[config.mk]
export PLATFORM = sky130hd
export DESIGN_NAME = harris_tile_sched
export DESIGN_NICKNAME = d
export VERILOG_FILES = /design/src/rtl/harris_tile_sched.sv
export SDC_FILE = /design/constraint.sdc
export NUM_CORES = 1
export LEC_CHECK = 0
export ABC_AREA = 1
export CORE_UTILIZATION = 54
export CTS_CLUSTER_DIAMETER = 100
export DETAILED_ROUTE_END_ITERATION = 8
export GPL_ROUTABILITY_DRIVEN = 1
export GPL_TIMING_DRIVEN = 1
export PLACE_DENSITY_LB_ADDON = 0.3
export SLEW_MARGIN = 15
export SYNTH_ARGS = -nofsm -noshare
export SYNTH_HDL_FRONTEND = slang
export SYNTH_SLANG_ARGS = --single-unit
[constraint.sdc]
create_clock -name clk -period 3.7 [get_ports clk]
set_input_delay 0.555 -clock clk [delete_from_list [all_inputs] [get_ports clk]]
set_output_delay 0.555 -clock clk [all_outputs]
set_load 0.005 [all_outputs]
[src/rtl/harris_tile_sched.sv]
`default_nettype none
// ----------------------------------------------------------------------------
// harris_tile_sched : raster-order 4x4 tile scheduler feeding the Sobel stage
// Revision 1.0
// ----------------------------------------------------------------------------
module harris_tile_sched #(
  parameter int IMG_W    = 34,
  parameter int IMG_H    = 34,
  parameter int GRAD_LAT = 1,
  localparam int CW = $clog2(IMG_W),
  localparam int RW = $clog2(IMG_H)
) (
  input  logic          clk,
  input  logic          reset,
  input  logic          start,
  input  logic          abort,
  output logic          fetch_req,
  output logic [RW-1:0] fetch_row,
  output logic [CW-1:0] fetch_col,
  input  logic          fetch_ack,
  output logic          win_valid,
  output logic          tile_valid,
  output logic [RW-1:0] tile_row,
  output logic [CW-1:0] tile_col,
  input  logic          tile_ready,
  output logic          busy,
  output logic          done
);

  typedef enum logic [2:0] {
    S_IDLE    = 3'd0,
    S_FETCH   = 3'd1,
    S_COMPUTE = 3'd2,
    S_EMIT    = 3'd3,
    S_DONE    = 3'd4
  } state_t;

  localparam logic [3:0]    LAT_M1    = 4'(GRAD_LAT - 1);
  localparam logic [CW-1:0] COL_LIMIT = CW'(IMG_W - 2);
  localparam logic [RW-1:0] ROW_LIMIT = RW'(IMG_H - 2);

  state_t        r_state, w_next_state;
  logic [RW-1:0] r_row, w_next_row;
  logic [CW-1:0] r_col, w_next_col;
  logic [3:0]    r_cnt, w_next_cnt;

  always_comb begin
    w_next_state = r_state;
    w_next_row   = r_row;
    w_next_col   = r_col;
    w_next_cnt   = r_cnt;
    case (r_state)
      S_IDLE: begin
        if (start) begin
          w_next_state = S_FETCH;
          w_next_row   = '0;
          w_next_col   = '0;
        end
      end
      S_FETCH: begin
        if (abort) begin
          w_next_state = S_IDLE;
        end else if (fetch_ack) begin
          w_next_state = S_COMPUTE;
          w_next_cnt   = '0;
        end
      end
      S_COMPUTE: begin
        if (abort) begin
          w_next_state = S_IDLE;
        end else if (r_cnt == LAT_M1) begin
          w_next_state = S_EMIT;
        end else begin
          w_next_cnt = r_cnt + 4'd1;
        end
      end
      S_EMIT: begin
        // abort outranks a same-cycle handshake, so the tile is dropped
        if (abort) begin
          w_next_state = S_IDLE;
        end else if (tile_ready) begin
          if ((r_col + CW'(4)) < COL_LIMIT) begin
            w_next_col   = r_col + CW'(4);
            w_next_state = S_FETCH;
          end else if ((r_row + RW'(4)) < ROW_LIMIT) begin
            w_next_col   = '0;
            w_next_row   = r_row + RW'(4);
            w_next_state = S_FETCH;
          end else begin
            w_next_state = S_DONE;
          end
        end
      end
      S_DONE:  w_next_state = S_IDLE;
      default: w_next_state = S_IDLE;
    endcase
  end

  // Outputs are registered from the next-state decode so no input reaches a port combinationally.
  always_ff @(posedge clk) begin
    if (!reset) begin
      r_state    <= S_IDLE;
      r_row      <= '0;
      r_col      <= '0;
      r_cnt      <= '0;
      fetch_req  <= 1'b0;
      fetch_row  <= '0;
      fetch_col  <= '0;
      win_valid  <= 1'b0;
      tile_valid <= 1'b0;
      tile_row   <= '0;
      tile_col   <= '0;
      busy       <= 1'b0;
      done       <= 1'b0;
    end else begin
      r_state    <= w_next_state;
      r_row      <= w_next_row;
      r_col      <= w_next_col;
      r_cnt      <= w_next_cnt;
      fetch_req  <= (w_next_state == S_FETCH);
      fetch_row  <= (w_next_state == S_FETCH) ? w_next_row : '0;
      fetch_col  <= (w_next_state == S_FETCH) ? w_next_col : '0;
      win_valid  <= (w_next_state == S_COMPUTE) && (r_state != S_COMPUTE);
      tile_valid <= (w_next_state == S_EMIT);
      tile_row   <= (w_next_state == S_EMIT) ? w_next_row : '0;
      tile_col   <= (w_next_state == S_EMIT) ? w_next_col : '0;
      busy       <= (w_next_state != S_IDLE);
      done       <= (w_next_state == S_DONE);
    end
  end

endmodule
`default_nettype wire

## Word level (Yosys, flattened, before mapping)

Index checks and enable logic that the tools add are counted.

| word-level totals | value |
|---|---|
| bits in registers | 48 |
| output and inout port bits | 29 |
| word-level logic and storage cells | 65 |

| operators by class | value |
|---|---|
| add/subtract/negate cells | 3 |
| $lt $le $gt $ge | 2 |
| eq/ne operators | 12 |
| multiplexer cells | 27 |
| reduce and logical (&&, ||, !) cells | 8 |

Operators with widths:

| kind | count |
|---|---|
| $mux W6 | 10 |
| $mux W3 | 9 |
| $pmux W6 S2 | 2 |
| $mux W4 | 4 |
| $add A6 B3 Y6 const B | 2 |
| $eq A3 B2 Y1 const B | 4 |
| $lt A6 B6 Y1 const B | 2 |
| $pmux W3 S4 | 1 |
| $ne A2 B2 Y1 const B | 4 |
| $pmux W4 S2 | 1 |
| $eq A3 B1 Y1 const B | 2 |
| $reduce_and A5 Y1 | 1 |
| $add A4 B1 Y4 const B | 1 |
| $logic_not A4 Y1 | 1 |
| $reduce_and A2 Y1 | 2 |
| $eq A3 B3 Y1 const B | 1 |
| $logic_not A3 Y1 | 1 |
| $ne A3 B2 Y1 const B | 1 |
| $reduce_bool A3 Y1 | 1 |
| $reduce_bool A2 Y1 | 1 |
| $logic_and A1 B1 Y1 | 1 |

## Longest topological paths before layout

Gate-level depths: netlist of run 1.

| logic depth | value |
|---|---|
| depth after elaboration | 9 |
| depth in mapped cells | 11 |
| depth with buffers taken out | 11 |

## Worst setup path before layout of run 1

Ideal clock, no wire load.

| timing | value |
|---|---|
| path kind | reg-to-reg |
| start | register r_row[2] |
| end | register fetch_col[4] |
| arrival time | 1,474 ps |
| required time | 3,574 ps |
| setup slack | 2,101 ps |
| stages on the path, launching flop included | 12 |
| period minus slack after synthesis | 1,599 ps |
| cell sequence | dfxtp_1 nand3_1 ha_1 nor2_1 nand2_2 nand2_1 nand2_1 nand2_1 nand2_2 nand3_2 buf_6 nor2_2 |

| on the way | value |
|---|---|
| cells in the longest elaborated chain, start to end | 9 |

RTL lines:

| element | RTL line | RTL |
|---|---|---|
| start, declared | 43 | `logic [RW-1:0] r_row, w_next_row;` |
| start signal, assigned | 117 | `r_row <= w_next_row;` |
| $add A6 B3 Y6 * | 85 | `end else if ((r_row + RW'(4)) < ROW_LIMIT) begin` |
| $lt A6 B6 Y1 * | 85 |  |
| $mux W3 | 85 |  |
| $mux W3 | 82 | `if ((r_col + CW'(4)) < COL_LIMIT) begin` |
| $mux W3 | 81 | `end else if (tile_ready) begin` |
| $mux W3 | 79 | `if (abort) begin` |
| $pmux W3 S4 | 52 | `case (r_state)` |
| $eq A3 B1 Y1 | 122 | `fetch_col <= (w_next_state == S_FETCH) ? w_next_col : '0;` |
| $reduce_and A2 Y1 (no line) | - |  |
| end signal, assigned | 122 |  |
| end, declared | 19 | `output logic [CW-1:0] fetch_col,` |

Every way passes the cells marked *; elsewhere a longest branch is shown, timed or not.
A chain may end at the register's enable or synchronous reset.

## Worst setup path after layout of run 1

| timing | value |
|---|---|
| start | input tile_ready |
| end | register fetch_row[4] |

| on the way | value |
|---|---|
| cells in the longest elaborated chain, start to end | 5 |

RTL lines:

| element | RTL line | RTL |
|---|---|---|
| start, declared | 25 | `input logic tile_ready,` |
| $mux W3 | 81 |  |
| $mux W3 | 79 |  |
| $pmux W3 S4 | 52 |  |
| $eq A3 B1 Y1 | 121 | `fetch_row <= (w_next_state == S_FETCH) ? w_next_row : '0;` |
| $reduce_and A2 Y1 (no line) | - |  |
| end signal, assigned | 121 |  |
| end, declared | 18 | `output logic [RW-1:0] fetch_row,` |

Several ways; a longest one is shown, not always the timed one.

==> out/metrics.yaml, run 1 <==
power.leakage_nw: 0.9290
outcome: "completed"
rsz0062_at_grt: "false"
pwr-share-clk: 0.400
gp_congestion: 0.8554
worst_hold_path.num_cells: 2
cts.sinks: 48
hpwl_um: 2376
grt_first_pass_wirelength_um: 5547
p_int_w: 0.0007531
die_area_um2: 3593
ys_warn_count: 0
critPathRequiredTime_ns: 3.94
wl_per_cell_um: 10.88
vias_per_cell: 4.805
crit_arrival_ns: 2.21
syn_nets: 237
portBuffers: 34
drive_above_1_share: 0.1174
total_power_w: 0.0009582
clock_latency_ns: 0.36
synth_cell_types: 21
path_buf_inv: 4
layout_common_cells: "dfxtp_1 (48), nor2_1 (44), nand2_1 (42), clkdlybuf4s50_1 (34), inv_1 (24)"
cpMostUsedCell: "inv_1"
synth_seq_cells: 48
sw_frac_of_total: 0.2140
cp.depth: 10
slew_violations: 0
ant_nets: 0
cp_top_family: "simple AND/OR/NAND/NOR gates"
final_common_cell: "dfxtp_1"
grt_max_degree: 18
startpoint: "tile_ready"
relSlewSlack: 0.6831
yosys.area_share.xor_xnor: 0
synth_top_family_by_area: "simple AND/OR/NAND/NOR gates"
routed_wl_um: 3351
path_cells: "clkdlybuf4s50_1, inv_1, nor2_1, inv_1, nor2_4, nand3_1, nand2_1, inv_1, nand3_2, nor2_1"
min_from: "r_cnt[0]"
min_path_type: "register to register"
vias: 1480
coreArea_um2: 3128
ctsResizeCount: 0
min_period_over_period: 0.5308
netlist_instances: 225
grtUsageTotal: 0.2109
worstSetupStartpointType: "input port"
end_kind: "register"
htree_levels: 2
worst_pin_slew_ns: 0.4725
pwr-share-seq: 0.547
num_rows: 20
cts_setup_buffers: 0
setup_viol: 0
nets: 275
crit_fanout: 13
firstDrtPassIters: 6
yosysSeqAreaShare: 0.5300
combinationalPowerShare: 0.053
grt_pass1_vias: 1310
net-switching-power_w: 0.0002051
power_density_nw_per_um2: 418.7
synth_simple_gate_area_frac: 0.3230
synth-compound-area-share: 0.03244
crit_path_max_incr_delay_ns: 0.45
cts_buffers: 5
rr_startpoint: "r_row[2]"
overflow: 0
antennaDiodeCount: 0
post_synth.cell_area_avg_um2: 8.058
drc: 0
maxCapViolCount: 0
final-hold-violation-count: 0
synth-adder-area-share: 0.04141
area_growth_pct: 26.22
ctsHoldBuffers: 0
ctsLongestPathBuffers: 2
peakVddDrop_v: 0.0004549
synthMuxAreaShare: 0
finalClockSkew_ns: 0.01331
tritoncts: "built"
fmax_mhz: 509.2
reg2reg_depth: 10
start_util: 0.5796
die-height_um: 59.94
drt_iter0_markers: 29
period_needed_ns: 1.964
antenna_found_initial: 0
cts-root-buf: "clkbuf_4"
crit_type: "input port to register"
tns_ns: 0
clkSlewWorstSetupHoldPaths_ns: 0.13
syn_area_um2: 1813
dieWidth_um: 59.94
io_pins: 35
crit_path_top_delay_cell: "clkdlybuf4s50_1"
==> stage by stage <==
step	cell area [um^2]	setup slack, ns	instances	utilization	hold WS (ns)
5_1_grt	2288	1.594	308	0.7316	0.5183
6_report	2288	1.736	308	0.7316	0.5064
3_3_place_gp	2182	1.396	300	0.6976	0.4852
4_1_cts	2288	1.739	308	0.7316	0.5099
3_5_place_dp	2182	1.362	300	0.6976	0.4912
2_1_floorplan	1813	2.101	225	-	0.4639
==> layer usage <==
metal | track usage | part of all wire
met5 | 0 | 0
met4 | 0.09302 | 0.028
met3 | 0.06061 | 0.041
met2 | 0.3508 | 0.46
met1 | 0.2517 | 0.47
==> Yosys cell counts <==
library cell  count  area share
inv_2             1      0.0021
ha_1              6       0.041
nand2_1          42       0.087
inv_1            24       0.050
inv_6             1      0.0048
a21oi_1           4       0.011
nor2_2           11       0.038
nand3_1          14       0.039
clkbuf_1          1      0.0021
nor3_1            6       0.017
o21ai_0           6       0.017
nand3_2           2       0.011
nor2_1           44       0.091
a21oi_2           1      0.0048
buf_6             2       0.012
clkinv_1          1      0.0021
nor4_1            1      0.0035
nor2_4            1      0.0062
dfxtp_1          48        0.53
nand2_2           6       0.021
nand4_1           3       0.010
==> power by group through the flow <==
| stage | Clock [W] | Combinational [W] | Sequential (W) |
|---|---|---|---|
| 4_1_cts | 0.000384 | 0.0000510 | 0.000525 |
| 5_1_grt | 0.000411 | 0.0000565 | 0.000525 |
| 6_report | 0.000383 | 0.0000509 | 0.000524 |
| 3_3_place_gp | 0 | 0.0000499 | 0.000536 |
| 3_5_place_dp | 0 | 0.0000507 | 0.000536 |
| 2_1_floorplan | 0 | 0.0000336 | 0.000536 |
==> tightest hold or removal path, cell delays in order, from the launching register on <==
cell	delay (ns)
dfxtp_1	0.36
nand2_1	0.07
a21oi_1	0.05
==> worst paths after layout <==
| kind | to | slack, ns |
|---|---|---|
| min reg2reg | r_cnt[0] | 0.51 |
| max | fetch_row[4] | 1.74 |
| max reg2reg | fetch_row[4] | 1.79 |
| min | r_cnt[0] | 0.51 |
==> sequential cells by signal, summed over array words and instances, names as in the netlist <==
| name | count |
|---|---|
| fetch_col | 6 |
| tile_row | 6 |
| r_row | 6 |
| tile_valid | 1 |
| fetch_row | 6 |
| busy | 1 |
| tile_col | 6 |
| done | 1 |
| fetch_req | 1 |
| r_col | 6 |
| win_valid | 1 |
| r_cnt | 4 |
| r_state | 3 |
==> cell families (layout without fill, tap and decap cells) <==
kind of cell | after synthesis | after routing
buf+inv | 30 | 69
fa+ha+maj | 6 | 6
simple gates | 130 | 130
flops | 48 | 48
compound gates | 11 | 11
==> area by class of cell <==
type	count	area, um^2
sequential	48	960.9
fill	249	839.6
multi-input combinational	147	719.4
timing repair buffer	34	340.3
inverter	27	106.4
clock inverter	3	68.82
tap	44	55.05
clock buffer	5	37.54
Note: power is estimated with default switching activity, not from simulation.
==> run 2: changes to the inputs <==
--- a/config.mk
+++ b/config.mk
@@ -6,7 +6,7 @@
 export NUM_CORES = 1
 export LEC_CHECK = 0
 export ABC_AREA = 1
-export CORE_UTILIZATION = 54
+export CORE_UTILIZATION = 50
 export CTS_CLUSTER_DIAMETER = 100
 export DETAILED_ROUTE_END_ITERATION = 8
 export GPL_ROUTABILITY_DRIVEN = 1
==> constraint.sdc (replaced) <==
create_clock -name clk -period 2 [get_ports clk]
set_input_delay 0.3 -clock clk [delete_from_list [all_inputs] [get_ports clk]]
set_output_delay 0.3 -clock clk [all_outputs]
set_load 0.005 [all_outputs]
==> run 2 against run 1 <==
Compared with the run above: core utilization decreased by 6.6 points; via count increased by 1.7%; combinational power increased by 95%; sequential cell count unchanged; largest power group unchanged; setup slack got worse by 1.6 ns; sequential power increased by 85%; critical endpoint is now tile_col[2]; clock power increased by 27%.
==> out/metrics.yaml, run 2 (same netlist as run 1, synthesis figures left out) <==
outcome: "completed"
drc: 0
min_period_over_period: 0.9156
rsz0062_at_grt: "false"
critical_path.endpoint: "tile_col[2]"
cts-root-buf: "clkbuf_4"
portBuffers: 34
clock_latency_ns: 0.37
crit_fanout: 13
power_density_nw_per_um2: 685.4
crit_path_top_delay_cell: "dfxtp_1"
drive_above_1_share: 0.1241
wl_per_cell_um: 11.36
routed_wl_um: 3545
min_path_type: "register to register"
nets: 277
combinationalPowerShare: 0.064
num_rows: 21
layout_common_cells: "dfxtp_1 (48), nor2_1 (44), nand2_1 (42), clkdlybuf4s50_1 (34), inv_1 (24)"
critPathRequiredTime_ns: 2.25
start_util: 0.5308
sw_frac_of_total: 0.2440
tns_ns: 0
cp.depth: 10
peakVddDrop_v: 0.0005623
period_needed_ns: 1.831
hpwl_um: 2507
path_cells: "nand3_1, ha_1, nor2_1, nand2_2, nand2_1, nand2_1, nand2_1, nand2_2, nand2_2, nor2_1"
maxCapViolCount: 0
dr_wl_met3_um: 166
ctsHoldBuffers: 0
io_pins: 35
antennaDiodeCount: 0
crit_type: "register to register"
worstSetupStartpointType: "register"
rr_startpoint: "r_row[2]"
wl_met2_um: 1728
path_buf_inv: 0
worst_pin_slew_ns: 0.4504
reg2reg_depth: 10
final_common_cell: "dfxtp_1"
htree_levels: 2
pwr-share-seq: 0.623
worst_slack_ns: 0.1688
overflow: 0
net-switching-power_w: 0.0003800
ant_nets: 0
worst_hold_path.num_cells: 2
vias_per_cell: 4.824
fillers: 284
met1_length_um: 1592
grt_first_pass_wirelength_um: 6354
regToRegSetupSlack_ns: 0.17
ctsLongestPathBuffers: 2
coreArea_um2: 3416
seqCellArea_um2: 960.9
relSlewSlack: 0.6965
pre_cts_slack_ns: 0.02945
end_kind: "register"
cp_top_family: "simple AND/OR/NAND/NOR gates"
final-hold-violation-count: 0
grtUsageTotal: 0.2112
fin_util: 0.6652
slew_violations: 0
r2r_end: "tile_col[2]"
die_area_um2: 3871
p_int_w: 0.001177
highest_layer: "met4"
grt_pass1_vias: 1403
vias: 1505
grt_max_degree: 17
area_growth_pct: 25.33
firstDrtPassIters: 4
setup_viol: 0
multiInputGateArea_um2: 726.9
cts_buffers: 5
cts.sinks: 48
pwr-share-clk: 0.313
fmax_mhz: 546.1
dieWidth_um: 62.22
tritoncts: "built"
crit_arrival_ns: 2.08
gp_congestion: 0.8198
crit_path_max_incr_delay_ns: 0.43
clkSlewWorstSetupHoldPaths_ns: 0.14
power.leakage_nw: 0.9224
die-height_um: 62.22
antenna_found_initial: 0
startpoint: "r_row[2]"
min_from: "r_col[0]"
finalClockSkew_ns: 0.01370
drt_iter0_markers: 112
run 2: cell count changes in the layout (fill, tap and decap cells not counted), sizes merged:
cell / change
bufinv: -2
clkinv: +1
buf: +2
clkbuf: +1
run 2: worst min-delay path, delay by kind of cell, from the launching register on:
family	cells	cell delay [ns]
flip-flops	1	0.32
AND/OR/NAND/NOR	2	0.16
run 2: cell type report:
cell class | count | area share
Sequential cell | 48 | 0.4229
Multi-Input combinational cell | 147 | 0.3199
Timing Repair Buffer | 36 | 0.1564
Inverter | 27 | 0.04681
Tap cell | 46 | 0.02533
Clock buffer | 6 | 0.02258
Clock inverter | 2 | 0.006057
run 2: power by group through the flow:
stage	Combinational, W	Clock [W]	Sequential (W)
floorplan	0.0000621	0	0.000991
global placement	0.0000956	0	0.000991
detailed placement	0.0000966	0	0.000992
CTS	0.0000975	0.000501	0.000971
global route	0.000112	0.000545	0.000972
finish	0.0000993	0.000488	0.000970
run 2: metrics by stage:
step,hold WS (ns),instances,cell area (um^2),total power (W)
global route,0.5458,312,2272,0.001629
global placement,0.4834,304,2200,0.001087
detailed placement,0.4873,304,2200,0.001088
CTS,0.5078,312,2265,0.001569
finish,0.5043,312,2272,0.001557
floorplan,0.4111,225,1813,0.001053
run 2: timing repair:
| action | in CTS | in global routing |
|---|---|---|
| hold endpoints to repair | 0 | 0 |
| buffers inserted | 0 | 0 |
| gates resized for setup | 0 | 1 |
| setup endpoints to repair | 0 | 13 |
run 2: per-layer routing:
metal | global-route usage | up-vias
li1 | - | 780
met1 | 0.2491 | 682
met2 | 0.3640 | 37
met3 | 0.05331 | 6
met4 | 0.08721 | 0
met5 | 0 | -
run 2: worst min path at each step:
| stage | end | slack [ns] |
|---|---|---|
| floorplan | r_state[0] | 0.41 |
| global placement | r_row[0] | 0.48 |
| detailed placement | r_cnt[0] | 0.49 |
| CTS | r_cnt[0] | 0.51 |
| global route | r_cnt[0] | 0.55 |
| finish | r_col[0] | 0.50 |
==> run 3: changes to the inputs <==
--- a/config.mk
+++ b/config.mk
@@ -6,6 +6,7 @@
 export NUM_CORES = 1
 export LEC_CHECK = 0
 export ABC_AREA = 1
+export CORE_ASPECT_RATIO = 0.9
 export CORE_UTILIZATION = 50
 export CTS_CLUSTER_DIAMETER = 100
 export DETAILED_ROUTE_END_ITERATION = 8
==> run 3 against run 2 <==
Compared with the run above: clock skew shrank 0.0079 ns; clock-buffer cell count is the same; final cell count shrank 0.64%; power grew 16%; global-route usage shrank 0.47 points; critical path depth is the same; setup slack gained 0.016 ns; sequential share of layout area shrank 0.98 points; critical path type unchanged; critical endpoint is now tile_row[3].
==> out/metrics.yaml, run 3 (same netlist as run 1, synthesis figures left out) <==
grt_pass1_vias: 1348
ctsLongestPathBuffers: 2
worst_pin_slew_ns: 0.4053
routed_wl_um: 3530
num_rows: 20
final-hold-violation-count: 0
nets: 277
dpl.cell_count: 302
final_common_cell: "dfxtp_1"
area_growth_pct: 28.30
start_util: 0.5288
path_buf_inv: 0
crit_path_max_incr_delay_ns: 0.42
vias: 1459
worstSetupStartpointType: "register"
min_from: "r_row[1]"
layout_common_cells: "dfxtp_1 (48), nor2_1 (44), nand2_1 (42), clkdlybuf4s50_1 (34), inv_1 (24)"
tns_ns: 0
tritoncts: "built"
min_delay_worst_endpoint: "fetch_row[1]"
power.leakage_nw: 0.9452
cts-root-buf: "clkbuf_8"
drt_iter0_markers: 119
fillers: 288
htree_levels: 2
path_cells: "nand3_1, ha_1, nor2_1, nand2_2, nand2_1, nand2_1, nand2_1, nand2_2, nand2_2, nor2_1"
rsz0062_at_grt: "false"
ctsHoldBuffers: 0
placed_area_um2: 2197
relSlewSlack: 0.7269
cp_top_family: "simple AND/OR/NAND/NOR gates"
grtUsageTotal: 0.2065
critPathRequiredTime_ns: 2.19
min_period_over_period: 0.9077
crit_fanout: 13
dieWidth_um: 65.48
fmax_mhz: 550.8
crit_path_top_delay_cell: "dfxtp_1"
drc: 0
grt_max_degree: 17
gp_congestion: 0.8906
clkSlewWorstSetupHoldPaths_ns: 0.08
maxCapViolCount: 0
firstDrtPassIters: 4
outcome: "completed"
crit_type: "register to register"
power_density_nw_per_um2: 774.9
fin_cells: 310
clock_latency_ns: 0.30
grt_first_pass_wirelength_um: 5844
rr_startpoint: "r_row[2]"
cts.sinks: 48
portBuffers: 34
die_area_um2: 3871
hpwl_um: 2486
ant_nets: 0
end_kind: "register"
finalClockSkew_ns: 0.005824
regToRegSetupSlack_ns: 0.18
io_pins: 35
antenna_found_initial: 0
worst_hold_path.num_cells: 2
crit_arrival_ns: 2.01
slew_violations: 0
die-height_um: 59.13
antennaDiodeCount: 0
wl_per_cell_um: 11.39
reg2reg_depth: 10
period_needed_ns: 1.815
min_path_type: "register to register"
coreArea_um2: 3428
overflow: 0
vias_per_cell: 4.706
final_area_um2: 2326
r2r_end: "tile_row[3]"
drive_above_1_share: 0.1241
peakVddDrop_v: 0.0004352
cts_buffers: 5
setup_viol: 0
[run 3: cell types whose count changed in the layout (fill, tap and decap cells not counted)]
cell | before | now
clkbuf_8 | 1 | 6
clkbuf_4 | 5 | 0
clkinv_4 | 0 | 1
clkinv_2 | 1 | 0
bufinv_16 | 0 | 1
inv_6 | 2 | 1
[run 3: worst register-to-register path, delay by kind of cell, from the launching register on]
kind | cells | cell delay (ns)
fa+ha+maj | 1 | 0.35
simple gates | 9 | 0.93
flops | 1 | 0.42
[run 3: worst max path at each step]
stage	from	end	slack, ns	cells after the start
2_1_floorplan	r_row[2]	fetch_col[4]	0.40	11
3_3_place_gp	tile_ready	fetch_row[2]	0.09	10
3_5_place_dp	tile_ready	fetch_row[4]	0.02	10
4_1_cts	r_row[2]	fetch_row[2]	0.11	10
5_1_grt	r_row[2]	tile_row[3]	0.03	10
6_report	r_row[2]	tile_row[3]	0.18	10
[run 3: layer usage]
| metal | up-vias | wire length [um] | global-route usage |
|---|---|---|---|
| li1 | 774 | - | - |
| met1 | 637 | 1699 | 0.2536 |
| met2 | 38 | 1596 | 0.3270 |
| met3 | 10 | 155 | 0.06538 |
| met4 | 0 | 79 | 0.1056 |
| met5 | - | 0 | 0 |
[run 3: layout make-up]
class / count / area [um^2] / area share
clock buffers: 6 / 82.58 / 0.03550
clock inverters: 2 / 38.79 / 0.01668
inverters: 27 / 106.4 / 0.04572
multi-input cells: 147 / 726.9 / 0.3125
flip-flops and latches: 48 / 960.9 / 0.4131
well taps: 44 / 55.05 / 0.02367
repair buffers: 36 / 355.3 / 0.1528
[run 3: where the power goes]
| part | switching (W) | internal [W] |
|---|---|---|
| combinational | 0.0000619 | 0.0000376 |
| sequential | 0.00000502 | 0.000964 |
| clock | 0.000325 | 0.000409 |
[run 3: metrics by stage]
| stage | power (W) | utilization | setup slack, ns | hold slack, ns |
|---|---|---|---|---|
| global placement | 0.001086 | 0.6409 | 0.08575 | 0.4816 |
| finish | 0.001802 | 0.6785 | 0.1846 | 0.4925 |
| global route | 0.001883 | 0.6785 | 0.03217 | 0.5167 |
| floorplan | 0.001053 | - | 0.4007 | 0.4111 |
| CTS | 0.001813 | 0.6763 | 0.1109 | 0.4941 |
| detailed placement | 0.001088 | 0.6409 | 0.02486 | 0.4819 |
[run 3: timing repair]
action	CTS	global route
gates resized for setup	0	1
setup endpoints to repair	0	12
buffers inserted	0	0
